`config.mk`:
```
export PLATFORM = sky130hd
export DESIGN_NAME = pc_sequencer_flat
export DESIGN_NICKNAME = d
export VERILOG_FILES = /design/src/rtl/hc_isa_pkg.sv /design/src/rtl/pc_sequencer_if.sv /design/src/rtl/pc_next_select.sv /design/src/rtl/pc_sequencer.sv /design/src/flat_wrapper.sv
export SDC_FILE = /design/constraint.sdc
export NUM_CORES = 1
export LEC_CHECK = 0
export ABC_AREA = 1
export CAP_MARGIN = 20
export CORE_MARGIN = 4
export CORE_UTILIZATION = 38
export CTS_CLUSTER_SIZE = 40
export DETAILED_ROUTE_END_ITERATION = 16
export HOLD_SLACK_MARGIN = 0.05
export PLACE_DENSITY = 0.79
export SLEW_MARGIN = 10
export SYNTH_ARGS = -nofsm -noshare
export SYNTH_HDL_FRONTEND = slang
export SYNTH_SLANG_ARGS = --single-unit
```
`constraint.sdc`:
```
create_clock -name clk -period 1.9 [get_ports clk]
set_clock_uncertainty 0.15 [all_clocks]
set_input_delay 0.38 -clock clk [delete_from_list [all_inputs] [get_ports clk]]
set_output_delay 0.38 -clock clk [all_outputs]
set_load 0.03 [all_outputs]
```
`src/rtl/hc_isa_pkg.sv`:
```
// hc_isa_pkg: opcodes, ALU and write-back select codes, and sequencer states shared by the core.
package hc_isa_pkg;
  localparam logic [5:0] OP_NOP = 6'h00, OP_ADD = 6'h01, OP_SUB = 6'h02, OP_LW = 6'h03,
                         OP_MOV = 6'h04, OP_SW = 6'h05, OP_LI = 6'h06, OP_AND = 6'h07,
                         OP_OR = 6'h08, OP_NOT = 6'h09, OP_XOR = 6'h0a, OP_SRL = 6'h0b,
                         OP_SLL = 6'h0c, OP_BEQ = 6'h0d, OP_BNE = 6'h0e, OP_BGT = 6'h0f,
                         OP_J = 6'h11, OP_JR = 6'h12, OP_IN = 6'h13, OP_OUT = 6'h14,
                         OP_HALT = 6'h3f;
  localparam logic [3:0] ALU_NONE = 4'd0, ALU_ADD = 4'd1, ALU_SUB = 4'd2, ALU_AND = 4'd3,
                         ALU_OR = 4'd4, ALU_NOT = 4'd5, ALU_XOR = 4'd6, ALU_SRL = 4'd7,
                         ALU_SLL = 4'd8, ALU_PASS = 4'd9, ALU_CMP = 4'd10;
  localparam logic [1:0] WB_ALU = 2'd0, WB_MEM = 2'd1, WB_IMM = 2'd2, WB_IN = 2'd3;
  typedef enum logic [2:0] {FETCH, DECODE, EXEC, MEM, WAIT_IN, WAIT_OUT, HALT} state_t;
  function automatic logic legal(input logic [5:0] op);
    return op <= OP_BGT || (op >= OP_J && op <= OP_OUT) || op == OP_HALT;
  endfunction
  function automatic logic alu_writes(input logic [5:0] op);
    return op inside {OP_ADD, OP_SUB, OP_AND, OP_OR, OP_NOT, OP_XOR, OP_SRL, OP_SLL, OP_MOV, OP_LI};
  endfunction
  function automatic logic [3:0] alu_code(input logic [5:0] op);
    case (op)
      OP_ADD: return ALU_ADD;
      OP_SUB: return ALU_SUB;
      OP_AND: return ALU_AND;
      OP_OR: return ALU_OR;
      OP_NOT: return ALU_NOT;
      OP_XOR: return ALU_XOR;
      OP_SRL: return ALU_SRL;
      OP_SLL: return ALU_SLL;
      OP_MOV: return ALU_PASS;
      OP_BEQ, OP_BNE, OP_BGT: return ALU_CMP;
      default: return ALU_NONE;
    endcase
  endfunction
endpackage

```
`src/rtl/pc_sequencer_if.sv`:
```
// pc_sequencer_if: fetch, control and handshake signals between the sequencer and the datapath.
interface pc_sequencer_if #(parameter int PC_WIDTH = 32, parameter int ALUOP_W = 4);
  logic [31:0] instruction;
  logic [PC_WIDTH-1:0] pc;
  logic [31:0] ir;
  logic reg_write;
  logic [1:0] wb_sel;
  logic [ALUOP_W-1:0] alu_op;
  logic mem_read, mem_write, mem_ack;
  logic cmp_eq, cmp_gt;
  logic [PC_WIDTH-1:0] reg_target;
  logic in_valid, in_ready, out_valid, out_ack;
  logic halted, illegal_op;
  modport master (
    input instruction, mem_ack, cmp_eq, cmp_gt, reg_target, in_valid, out_ack,
    output pc, ir, reg_write, wb_sel, alu_op, mem_read, mem_write, in_ready, out_valid, halted, illegal_op
  );
  modport slave (
    output instruction, mem_ack, cmp_eq, cmp_gt, reg_target, in_valid, out_ack,
    input pc, ir, reg_write, wb_sel, alu_op, mem_read, mem_write, in_ready, out_valid, halted, illegal_op
  );
endinterface

```
`src/rtl/pc_next_select.sv`:
```
// pc_next_select: next fetch address for the instruction in IR, wrapped to the instruction memory depth.
module pc_next_select import hc_isa_pkg::*; #(
  parameter int PC_WIDTH = 32,
  parameter int IMEM_DEPTH = 32
) (
  input  logic [PC_WIDTH-1:0] pc,
  input  logic [31:0]         ir,
  input  logic                cmp_eq,
  input  logic                cmp_gt,
  input  logic [PC_WIDTH-1:0] reg_target,
  output logic [PC_WIDTH-1:0] next_pc
);
  localparam logic [PC_WIDTH-1:0] MASK = PC_WIDTH'(IMEM_DEPTH - 1);
  logic [5:0] op;
  logic taken;
  always_comb begin
    op = ir[31:26];
    taken = (op == OP_BEQ && cmp_eq) || (op == OP_BNE && !cmp_eq) || (op == OP_BGT && cmp_gt) || op == OP_JR;
    next_pc = MASK & (taken ? reg_target : op == OP_J ? PC_WIDTH'(ir[25:0]) : pc + 1'b1);
  end
endmodule

```
`src/rtl/pc_sequencer.sv`:
```
// pc_sequencer: multi-cycle fetch/decode/execute control FSM with memory and I/O handshake stalls.
module pc_sequencer import hc_isa_pkg::*; #(
  parameter int PC_WIDTH = 32,
  parameter int IMEM_DEPTH = 32,
  parameter int ALUOP_W = 4
) (
  input logic clk,
  input logic rst,
  pc_sequencer_if.master bus
);
  state_t state, next_state;
  logic [PC_WIDTH-1:0] pc, next_pc;
  logic [31:0] ir;
  logic [5:0] op;
  logic leave;
  assign op = ir[31:26];
  assign bus.pc = pc;
  assign bus.ir = ir;
  pc_next_select #(.PC_WIDTH(PC_WIDTH), .IMEM_DEPTH(IMEM_DEPTH)) u_next (
    .pc(pc), .ir(ir), .cmp_eq(bus.cmp_eq), .cmp_gt(bus.cmp_gt), .reg_target(bus.reg_target), .next_pc(next_pc)
  );
  always_ff @(posedge clk) begin
    if (rst) begin
      state <= FETCH;
      pc <= '0;
      ir <= '0;
    end else begin
      state <= next_state;
      if (state == FETCH) ir <= bus.instruction;
      if (leave) pc <= next_pc;
    end
  end
  // leave marks the single cycle per instruction in which PC advances
  always_comb begin
    leave = state == EXEC || (state == MEM && bus.mem_ack) || (state == WAIT_IN && bus.in_valid) ||
            (state == WAIT_OUT && bus.out_ack);
    next_state = state == FETCH ? DECODE :
                 state == DECODE ? ((op == OP_LW || op == OP_SW) ? MEM : op == OP_IN ? WAIT_IN :
                                    op == OP_OUT ? WAIT_OUT : op == OP_HALT ? HALT : EXEC) :
                 state == HALT ? HALT : leave ? FETCH : state;
    bus.reg_write = (state == EXEC && alu_writes(op)) || (state == MEM && op == OP_LW && bus.mem_ack) ||
                    (state == WAIT_IN && bus.in_valid);
    bus.wb_sel = state == WAIT_IN ? WB_IN : (state == MEM && op == OP_LW) ? WB_MEM :
                 (state == EXEC && op == OP_LI) ? WB_IMM : WB_ALU;
    bus.alu_op = state == EXEC ? ALUOP_W'(alu_code(op)) : '0;
    bus.mem_read = state == MEM && op == OP_LW;
    bus.mem_write = state == MEM && op == OP_SW;
    bus.in_ready = state == WAIT_IN;
    bus.out_valid = state == WAIT_OUT;
    bus.halted = state == HALT;
    bus.illegal_op = state == DECODE && !legal(op);
  end
endmodule

```
`src/flat_wrapper.sv`:
```
// flat-port wrapper written by rule: the top's interface ports become plain ports
module pc_sequencer_flat import hc_isa_pkg::*;
#(
  parameter int PC_WIDTH = 32,
  parameter int IMEM_DEPTH = 32,
  parameter int ALUOP_W = 4
)
  (clk, rst, bus_instruction, bus_mem_ack, bus_cmp_eq, bus_cmp_gt, bus_reg_target, bus_in_valid, bus_out_ack, bus_pc, bus_ir, bus_reg_write, bus_wb_sel, bus_alu_op, bus_mem_read, bus_mem_write, bus_in_ready, bus_out_valid, bus_halted, bus_illegal_op);
  pc_sequencer_if #(.PC_WIDTH(PC_WIDTH), .ALUOP_W(ALUOP_W)) bus_i ();
  input logic clk;
  input logic rst;
  input wire logic [$bits(bus_i.instruction)-1:0] bus_instruction;
  input wire logic [$bits(bus_i.mem_ack)-1:0] bus_mem_ack;
  input wire logic [$bits(bus_i.cmp_eq)-1:0] bus_cmp_eq;
  input wire logic [$bits(bus_i.cmp_gt)-1:0] bus_cmp_gt;
  input wire logic [$bits(bus_i.reg_target)-1:0] bus_reg_target;
  input wire logic [$bits(bus_i.in_valid)-1:0] bus_in_valid;
  input wire logic [$bits(bus_i.out_ack)-1:0] bus_out_ack;
  output wire logic [$bits(bus_i.pc)-1:0] bus_pc;
  output wire logic [$bits(bus_i.ir)-1:0] bus_ir;
  output wire logic [$bits(bus_i.reg_write)-1:0] bus_reg_write;
  output wire logic [$bits(bus_i.wb_sel)-1:0] bus_wb_sel;
  output wire logic [$bits(bus_i.alu_op)-1:0] bus_alu_op;
  output wire logic [$bits(bus_i.mem_read)-1:0] bus_mem_read;
  output wire logic [$bits(bus_i.mem_write)-1:0] bus_mem_write;
  output wire logic [$bits(bus_i.in_ready)-1:0] bus_in_ready;
  output wire logic [$bits(bus_i.out_valid)-1:0] bus_out_valid;
  output wire logic [$bits(bus_i.halted)-1:0] bus_halted;
  output wire logic [$bits(bus_i.illegal_op)-1:0] bus_illegal_op;
  assign bus_i.instruction = bus_instruction;
  assign bus_i.mem_ack = bus_mem_ack;
  assign bus_i.cmp_eq = bus_cmp_eq;
  assign bus_i.cmp_gt = bus_cmp_gt;
  assign bus_i.reg_target = bus_reg_target;
  assign bus_i.in_valid = bus_in_valid;
  assign bus_i.out_ack = bus_out_ack;
  assign bus_pc = bus_i.pc;
  assign bus_ir = bus_i.ir;
  assign bus_reg_write = bus_i.reg_write;
  assign bus_wb_sel = bus_i.wb_sel;
  assign bus_alu_op = bus_i.alu_op;
  assign bus_mem_read = bus_i.mem_read;
  assign bus_mem_write = bus_i.mem_write;
  assign bus_in_ready = bus_i.in_ready;
  assign bus_out_valid = bus_i.out_valid;
  assign bus_halted = bus_i.halted;
  assign bus_illegal_op = bus_i.illegal_op;
  pc_sequencer #(.PC_WIDTH(PC_WIDTH), .IMEM_DEPTH(IMEM_DEPTH), .ALUOP_W(ALUOP_W)) u_core (.clk(clk), .rst(rst), .bus(bus_i));
endmodule
```
# Word level (Yosys, flattened, before mapping)
# Memory sizes are Yosys's and may differ from the RTL's. A register that Yosys moved wholly into a read port is not among the register bits.
# Cells that the tools add are included.
word_totals:
  ff_bits: 40
  mem_bits_ro: 64
  input_bits: 71
  out_inout_bits: 77
  wordCells: 84
  n_memories: 1
classes:
  addsub: 1
  order_cmp: 3
  n_eq_ne: 26
  muxes: 17
  reduce_logical: 32
memory_table:
  columns: ["memory", "words", "width", "read_ports", "rd_clocked_by_memory_dff", "write_ports", "line", "text"]
  rows:
  - ["(no name shown)", 16, 4, 1, 1, 0, "hc_isa_pkg.sv:21", "case (op)"]
op_table:
  columns: ["operator", "count"]
  rows:
  - ["6-bit by 4-bit == test with 1-bit output (second input constant)", 8]
  - ["6-bit by 3-bit == test with 1-bit output (second input constant)", 4]
  - ["6-bit by 5-bit == test with 1-bit output (second input constant)", 4]
  - ["3-bit 2-to-1 mux", 7]
  - ["4-bit 2-to-1 mux", 4]
  - ["1-bit logical AND", 13]
  - ["6-bit by 2-bit == test with 1-bit output (second input constant)", 2]
  - ["1-bit logical OR", 11]
  - ["5-bit 2-to-1 mux", 2]
  - ["10-bit nonzero test", 1]
  - ["3-bit == test (second input constant)", 3]
  - ["3-bit by 2-bit == test with 1-bit output (second input constant)", 2]
  - ["6-bit by 1-bit == test with 1-bit output (second input constant)", 1]
  - ["6-bit == test (second input constant)", 1]
  - ["6-bit by 5-bit greater-or-equal comparator with 1-bit output (second input constant)", 1]
  - ["6-bit by 4-bit <= comparator with 1-bit output (second input constant)", 1]
  - ["6-bit by 5-bit <= comparator with 1-bit output (second input constant)", 1]
  - ["2-bit 2-to-1 mux", 3]
  - ["5-bit by 1-bit adder with 5-bit output (second input constant)", 1]
  - ["4-bit nonzero test", 1]
  - ["3-bit by 1-bit == test with 1-bit output (second input constant)", 1]
  - ["3-bit logical NOT", 1]
  - ["3-bit nonzero test", 1]
  - ["1-bit logical NOT", 2]
  - ["other kinds (3)", 3]

# Logic depth before layout (Yosys ltp)
# Gate-level depths: netlist (run 1).
logic_depth:
  ltp_word: 9
  mapped_depth: 13
  ltp_nobuf: 11

# Hierarchy
# A second synthesis (run 1) with hierarchy kept.
hier_totals:
  hier_cells: 489
  hier_area_um2: 3515.9
by_module_without_submodules:
  columns: ["module", "n_inst", "cells_each", "area_per_inst_um2", "seq_area_each_um2"]
  rows:
  - ["pc_sequencer", 1, 396, 2989.1, 1421.4]
  - ["pc_next_select", 1, 93, 526.8, 0.0]

# Worst setup path before layout (run 1)
# OpenSTA, ideal clock, no wires.
synth_path:
  path_type: "flip-flop to output port"
  startpoint: "reg u_core.ir[27], in the netlist u_core.bus.ir[27]"
  endpoint: "out bus_reg_write"
  arrival_time_ns: 1.758
  required_time_ns: 1.370
  path_slack_ns: -0.388
  path_stages_with_launch: 7
  path_buffers: 0
  cell_sequence: "dfxtp_1 > nand2_1 > inv_1 > nand3_1 > nor2_1 > nand2_1 > nand3_1"
synth_between:
  elab_chain_len: 5
  word_cells_on_any_way: 17
synth_lines:
  columns: ["item", "line", "text"]
  rows:
  - ["start: declaration", "pc_sequencer.sv:13", "logic [31:0] ir;"]
  - ["start signal: assignment", "pc_sequencer.sv:29", "if (state == FETCH) ir <= bus.instruction;"]
  - ["6-bit by 2-bit == test with 1-bit output", null, null]
  - ["1-bit logical AND", null, null]
  - ["named net bus_mem_read", "flat_wrapper.sv:24", "output wire logic [$bits(bus_i.mem_read)-1:0] bus_mem_read;"]
  - ["1-bit logical AND", "pc_sequencer.sv:41", "bus.reg_write = (state == EXEC && alu_writes(op)) || (state == MEM && op == OP_LW && bus.mem_ack) ||"]
  - ["1-bit logical OR (2 in series)", "pc_sequencer.sv:41", null]
  - ["end: declaration", "flat_wrapper.sv:21", "output wire logic [$bits(bus_i.reg_write)-1:0] bus_reg_write;"]
# The timed path passes the listed nets, and every way through them passes these cells.

# Worst setup path after layout (run 1)
layout_path:
  startpoint: "reg u_core.state[2]"
  endpoint: "out bus_illegal_op"
layout_between:
  elab_chain_len: 2
layout_lines:
  columns: ["item", "line", "text"]
  rows:
  - ["start: declaration", "pc_sequencer.sv:11", "state_t state, next_state;"]
  - ["start signal: assignment", "pc_sequencer.sv:28", "state <= next_state;"]
  - ["3-bit by 1-bit == test with 1-bit output", "pc_sequencer.sv:51", "bus.illegal_op = state == DECODE && !legal(op);"]
  - ["1-bit logical AND", "pc_sequencer.sv:51", null]
  - ["end: declaration", "flat_wrapper.sv:29", "output wire logic [$bits(bus_i.illegal_op)-1:0] bus_illegal_op;"]
# No other way between the ends.

==> results of run 1 <==
==> layout make-up <==
cell class              instances  area, um^2
fillers                       577        2440
multi-input cells             268        1420
repair buffers                121        1180
flip-flops and latches         44         912
inverters                      39         149
well taps                      77        96.3
clock buffers                   6        82.6
clock inverters                 2        38.8
==> worst min path at each step <==
stage	startpoint	endpoint	slack [ns]	cells past startpoint
6_report	u_core.bus.ir[17]	u_core.bus.ir[17]	0.34	2
2_1_floorplan	u_core.state[1]	u_core.state[1]	0.38	2
5_1_grt	u_core.bus.ir[17]	u_core.bus.ir[17]	0.36	2
4_1_cts	u_core.bus.ir[17]	u_core.bus.ir[17]	0.34	2
3_5_place_dp	u_core.bus.ir[17]	u_core.bus.ir[17]	0.32	2
3_3_place_gp	u_core.bus.ir[20]	u_core.bus.ir[20]	0.31	2
==> metal layers <==
layer  vias to the layer above  track usage (%)  part of all wire (%)
met1                      1131             19.3                    40
met2                       117             28.6                    47
li1                       1330                -                     -
met4                         0             4.67                  0.82
met3                         8             8.47                    12
met5                         -                0                     0
==> layout by cell type (no fill, tap or decap), types with 7 or more instances in the layout <==
cell type and n:
buf_4 30, a21oi_1 7, dlygate4sd2_1 9, buf_6 11, dfxtp_1 35, inv_2 11, nand2_1 47, clkdlybuf4s50_1 55
o21ai_0 32, nand2_2 8, dlymetal6s2s_1 16, dfxtp_4 8, nor2_4 10, conb_1 27, nand3_1 22, inv_1 27
nor2_1 70
==> worst max-delay path: cells and delay by family (launching register included) <==
kind                   cells  cell delay (ns)
flip-flops                 1             0.37
buffers and inverters      2             0.26
AO/OA/AOI/OAI              1             0.24
AND/OR/NAND/NOR            1             0.25
==> power by group through the flow <==
stage	Clock [uW]	Combinational (uW)	Sequential (uW)
global placement	0	1230	1180
floorplan	0	601	1390
CTS	780	1270	1170
detailed placement	0	1240	1190
global route	820	1480	1190
finish	757	1350	1170
==> sequential cells by signal, indices dropped and copies added, names as in the netlist, named ones only <==
signal	cells
u_core.bus.ir	32
u_core.bus.pc	5
u_core.state	3
==> per-stage QoR <==
step / power [uW] / instance area (um^2) / hold WS [ns]
CTS: 3220 / 3650 / 0.341
global route: 3480 / 3870 / 0.360
finish: 3270 / 3870 / 0.339
global placement: 2410 / 3440 / 0.312
detailed placement: 2430 / 3440 / 0.324
floorplan: 1990 / 2580 / 0.379
==> what timing repair did <==
| item | 4_1_cts | 5_1_grt |
|---|---|---|
| setup endpoints to repair | 19 | 29 |
| setup buffers | 4 | 7 |
| pin swaps | 5 | 8 |
| gates resized for setup | 35 | 55 |
| gates cloned | 0 | 0 |
==> logic make-up (layout without fill, tap and decap cells) <==
family                     after synthesis  after routing
AOI/OAI and AO/OA                       50             50
buffers and inverters                   77            168
other                                    1             27
adders and majority gates                5              5
xor gates and xnor gates                 1              1
DFF                                     44             44
and+or+nand+nor                        185            185
==> results.toml, run 1 <==
[logic_synthesis]
async_flop_share_pct = 0
synth_compound_area_share_pct = 10.8
synthMuxAreaShare_pct = 0
yosysTopAreaCellShare_pct = 35.7
synthSimpleGateAreaFrac_pct = 33.8
netlist_area_um2 = 2460
synth-seq-area-share_pct = 35.7
synth_edf_count = 0
synth_fa_ha_area_share_pct = 2.54
ys_seq_elements = 44
yosysUniqueCellTypes = 31
yosys-top-cells-count = "nor2_1, nand2_1, dfxtp_1"
synthFlopType = "dfxtp_1"
synth.area.top_cells = "dfxtp_1, nor2_1, buf_4"
synth.most_common_cell = "nor2_1"
synth_top_family_by_area = "simple AND/OR/NAND/NOR gates"
postSynthAreaPerCell_um2 = 6.79
yosysWarnings = 0
synthCells = 363
synth_top_cell_by_area = "dfxtp_1"
synth_xor_area_share_pct = 0.355

[worst_setup_path]
startpoint = "u_core.state[2]"
start_kind = "flip-flop"
rr_startpoint = "u_core.state[2]"
slowest_stage = "dfxtp_4"
end_kind = "output pin"
cp.arrival_ns = 1.41
crit_top_cell = "buf_6"
r2r_cells = 9
r2r_setup_slack_ns = 0.14
required_ns = 1.37
crit_type = "reg2out"
crit_fanout = 3
path_cells = "buf_6 > nor4_4 > o2111a_1 > buf_6"
cp-endpoint = "bus_illegal_op"
max_stage_delay_ns = 0.37

[die]
io_pins = 148
coreArea_um2 = 6310
rows = 29
die_w_um = 88.5
start_util_pct = 39.0
die_area_um2 = 7840
die_y_um = 88.5

[clocking]
path_clk_slew_ns = 0.09
root_buffer = "clkbuf_8"
clk_latency_ns = 0.29
tritoncts = "yes"
cts_buffers = 5
htree_num_levels = 2
clockBufferDepth = 2
cts_hold_buf = 0
clkSinkCount = 44

[sta]
fmax_mhz = 516
tns_ns = -0.0620
setup_ws_ns = -0.0362
setup_viol = 2
rsz0062_at_grt = "true"
drv_slew = 0
hold_violations = 0
finalCriticalPeriod_ns = 1.94
finalCritPeriodShare_pct = 102

[global_route]
grt_pass1_vias = 2425
track_usage_pct = 17.1
gr-total-overflow = 0
grt_pass1_wl_um = 10700
grt_max_degree = 28
antenna_found_initial = 0

[outcome]
status = "finished, violations left"
violations = "setup timing"

[place]
place.port_buffers = 93
gp_congestion = 0.902
dp_cells = 538
preCtsSetupSlack_ns = -0.0812
dp_hpwl_um = 5120

[route]
first_pass_iters = 5
routed_wirelength_um = 6810
drt_iter0_drc = 108
wl_per_cell_um = 12.2
drc = 0
vias_per_cell = 4.64
ant_nets = 0
dr_total_vias = 2586

[finish]
fin_util_pct = 61.3
final_cells = 557
drive_gt1_share_pct = 22.7
layout.nets = 555
n_antenna_cell = 0
area.growth.synth_to_final_pct = 57.1

[power_and_ir_drop]
power_density_nw_per_um2 = 844
p_leak_uw = 0.00199
power_frac_seq_pct = 35.7
combPwrFrac_pct = 41.2
ir_drop_v = 0.000496
internal_power_uw = 2010
switching_power_uw = 1260
switching_share_pct = 38.5
clockPowerShare_pct = 23.2

[hold_path]
hold_class = "reg2reg"

[flow_run]
max-cap-violations = 0
Power figures use the tool's default switching activity.
==> run 2: changes to the inputs <==
--- a/config.mk
+++ b/config.mk
@@ -9,6 +9,7 @@
 export CAP_MARGIN = 20
 export CORE_MARGIN = 4
 export CORE_UTILIZATION = 38
+export CTS_CLUSTER_DIAMETER = 120
 export CTS_CLUSTER_SIZE = 40
 export DETAILED_ROUTE_END_ITERATION = 16
 export HOLD_SLACK_MARGIN = 0.05
==> results of run 2 <==
Final layout, timing and power as in run 1 (identical DEF).
==> run 3: changes to the inputs <==
--- a/config.mk
+++ b/config.mk
@@ -7,8 +7,10 @@
 export LEC_CHECK = 0
 export ABC_AREA = 1
 export CAP_MARGIN = 20
+export CELL_PAD_IN_SITES_DETAIL_PLACEMENT = 1
+export CELL_PAD_IN_SITES_GLOBAL_PLACEMENT = 1
 export CORE_MARGIN = 4
-export CORE_UTILIZATION = 38
+export CORE_UTILIZATION = 25
 export CTS_CLUSTER_DIAMETER = 120
 export CTS_CLUSTER_SIZE = 40
 export DETAILED_ROUTE_END_ITERATION = 16
==> results.toml, run 3 (same netlist as run 1, synthesis figures left out) <==
[clocking]
root_buffer = "clkbuf_8"
cts_buffers = 5
clk_latency_ns = 0.30
clockBufferDepth = 2
path_clk_slew_ns = 0.08
clkSinkCount = 44
tritoncts = "yes"
htree_num_levels = 2
cts_hold_buf = 0

[die]
die_w_um = 107
die_area_um2 = 11500
die_y_um = 107
rows = 35
io_pins = 148
coreArea_um2 = 9420
start_util_pct = 26.2

[hold_path]
hold_class = "reg2reg"
min_from = "u_core.bus.ir[21]"
whs_path_depth = 2
hold_end = "u_core.bus.ir[21]"

[route]
vias_per_cell = 4.40
drc = 0
first_pass_iters = 4
wl_per_cell_um = 14.3
drt_iter0_drc = 51
routed_wirelength_um = 8730
ant_nets = 0
dr_total_vias = 2692

[power_and_ir_drop]
ir_drop_v = 0.000386
power_uw = 3410
power_density_nw_per_um2 = 847
p_leak_uw = 0.00200

[sta]
drv_slew = 0
rsz0062_at_grt = "true"
tns_ns = -0.186
hold_violations = 0
holdWs_ns = 0.331
setup_viol = 6
setup_ws_ns = -0.0860
fmax_mhz = 504
finalCritPeriodShare_pct = 105
finalCriticalPeriod_ns = 1.99

[worst_setup_path]
start_kind = "flip-flop"
rr_startpoint = "u_core.state[1]"
r2r_cells = 11
cp.arrival_ns = 1.46
crit_type = "reg2out"
r2r_setup_slack_ns = 0.06
required_ns = 1.37
crit_fanout = 4
end_kind = "output pin"

[place]
gp_congestion = 0.803
place.port_buffers = 93
preCtsSetupSlack_ns = -0.0933
dp_hpwl_um = 6250

[global_route]
track_usage_pct = 13.9
grt_pass1_vias = 2686
grt_pass1_wl_um = 12900
antenna_found_initial = 0
gr-total-overflow = 0
grt_max_degree = 34

[finish]
drive_gt1_share_pct = 24.6
largest_reg_flops = 32
largest_register = "u_core.bus.ir"
reg_top3 = "u_core.bus.ir (32), u_core.bus.pc (5), u_core.state (3)"
area.growth.synth_to_final_pct = 63.4
layout.nets = 558
n_antenna_cell = 0
nFillCells = 1183
final_common_cell = "nor2_1"
final_cell_mix = "nor2_1, clkdlybuf4s50_1, nand2_1"

[flow_run]
max-cap-violations = 0

[outcome]
violations = "setup timing"
status = "finished, violations left"
[run 3: cell types whose count changed in the layout (fill, tap and decap cells not counted), sizes merged]
cell           change
clkbuf             +1
clkdlybuf4s50      -2
dlymetal6s2s       -3
clkinv             -1
dlygate4sd2        +5
buf                +3
[run 3: area by class of cell]
cell class | count | area, um^2 | area share (%)
Clock buffer | 7 | 96.3 | 2.39
Tap cell | 129 | 161 | 4.01
Timing Repair Buffer | 124 | 1210 | 30.1
Sequential cell | 44 | 915 | 22.7
Multi-Input combinational cell | 268 | 1460 | 36.3
Inverter | 39 | 151 | 3.76
Clock inverter | 1 | 30.0 | 0.746
[run 3: critical path, cell delays in order, from the launching register on]
cell and delay (ns):
dfxtp_4 0.37, nor2_4 0.20, nand3_4 0.13, a21oi_4 0.16
o31ai_4 0.09, nand3_2 0.07, buf_6 0.13
[run 3: through the flow]
step                      cells  cell area, um^2  util, %
after floorplan             389             2580        -
after global placement      589             3510     37.3
after detailed placement    589             3510     37.3
after CTS                   603             3740     39.7
after global routing        612             4030     42.8
final                       612             4030     42.8
[run 3: worst max path at each step]
| stage | startpoint | endpoint | slack [ns] | depth (start not counted) |
|---|---|---|---|---|
| CTS | u_core.state[1] | bus_reg_write | -0.08 | 7 |
| floorplan | u_core.bus.ir[28] | bus_wb_sel[0] | 0.02 | 5 |
| global route | u_core.bus.ir[30] | bus_reg_write | -0.16 | 6 |
| global placement | bus_instruction[26] | flip-flop | -0.03 | 8 |
| detailed placement | bus_instruction[27] | flip-flop | -0.09 | 9 |
| finish | u_core.bus.ir[30] | bus_reg_write | -0.09 | 6 |
[run 3: metal layers]
layer	global-route usage, %	vias to the layer above	part of all wire, %
met5	0	-	0
met4	3.65	0	1.5
met3	4.56	11	8.1
met2	25.7	91	52
met1	15.0	1244	38
li1	-	1346	-
[run 3: repair_timing]
action	in CTS	in global routing
endpoints found under the setup margin	25	26
pin swaps	9	18
setup buffers	6	9
gates cloned	0	0
resized for setup	45	64
[run 3: power by group]
group / leakage, uW / internal (uW) / switching, uW
registers: 0.000371 / 1070 / 107
logic: 0.00156 / 548 / 890
clock network: 0.0000645 / 464 / 334
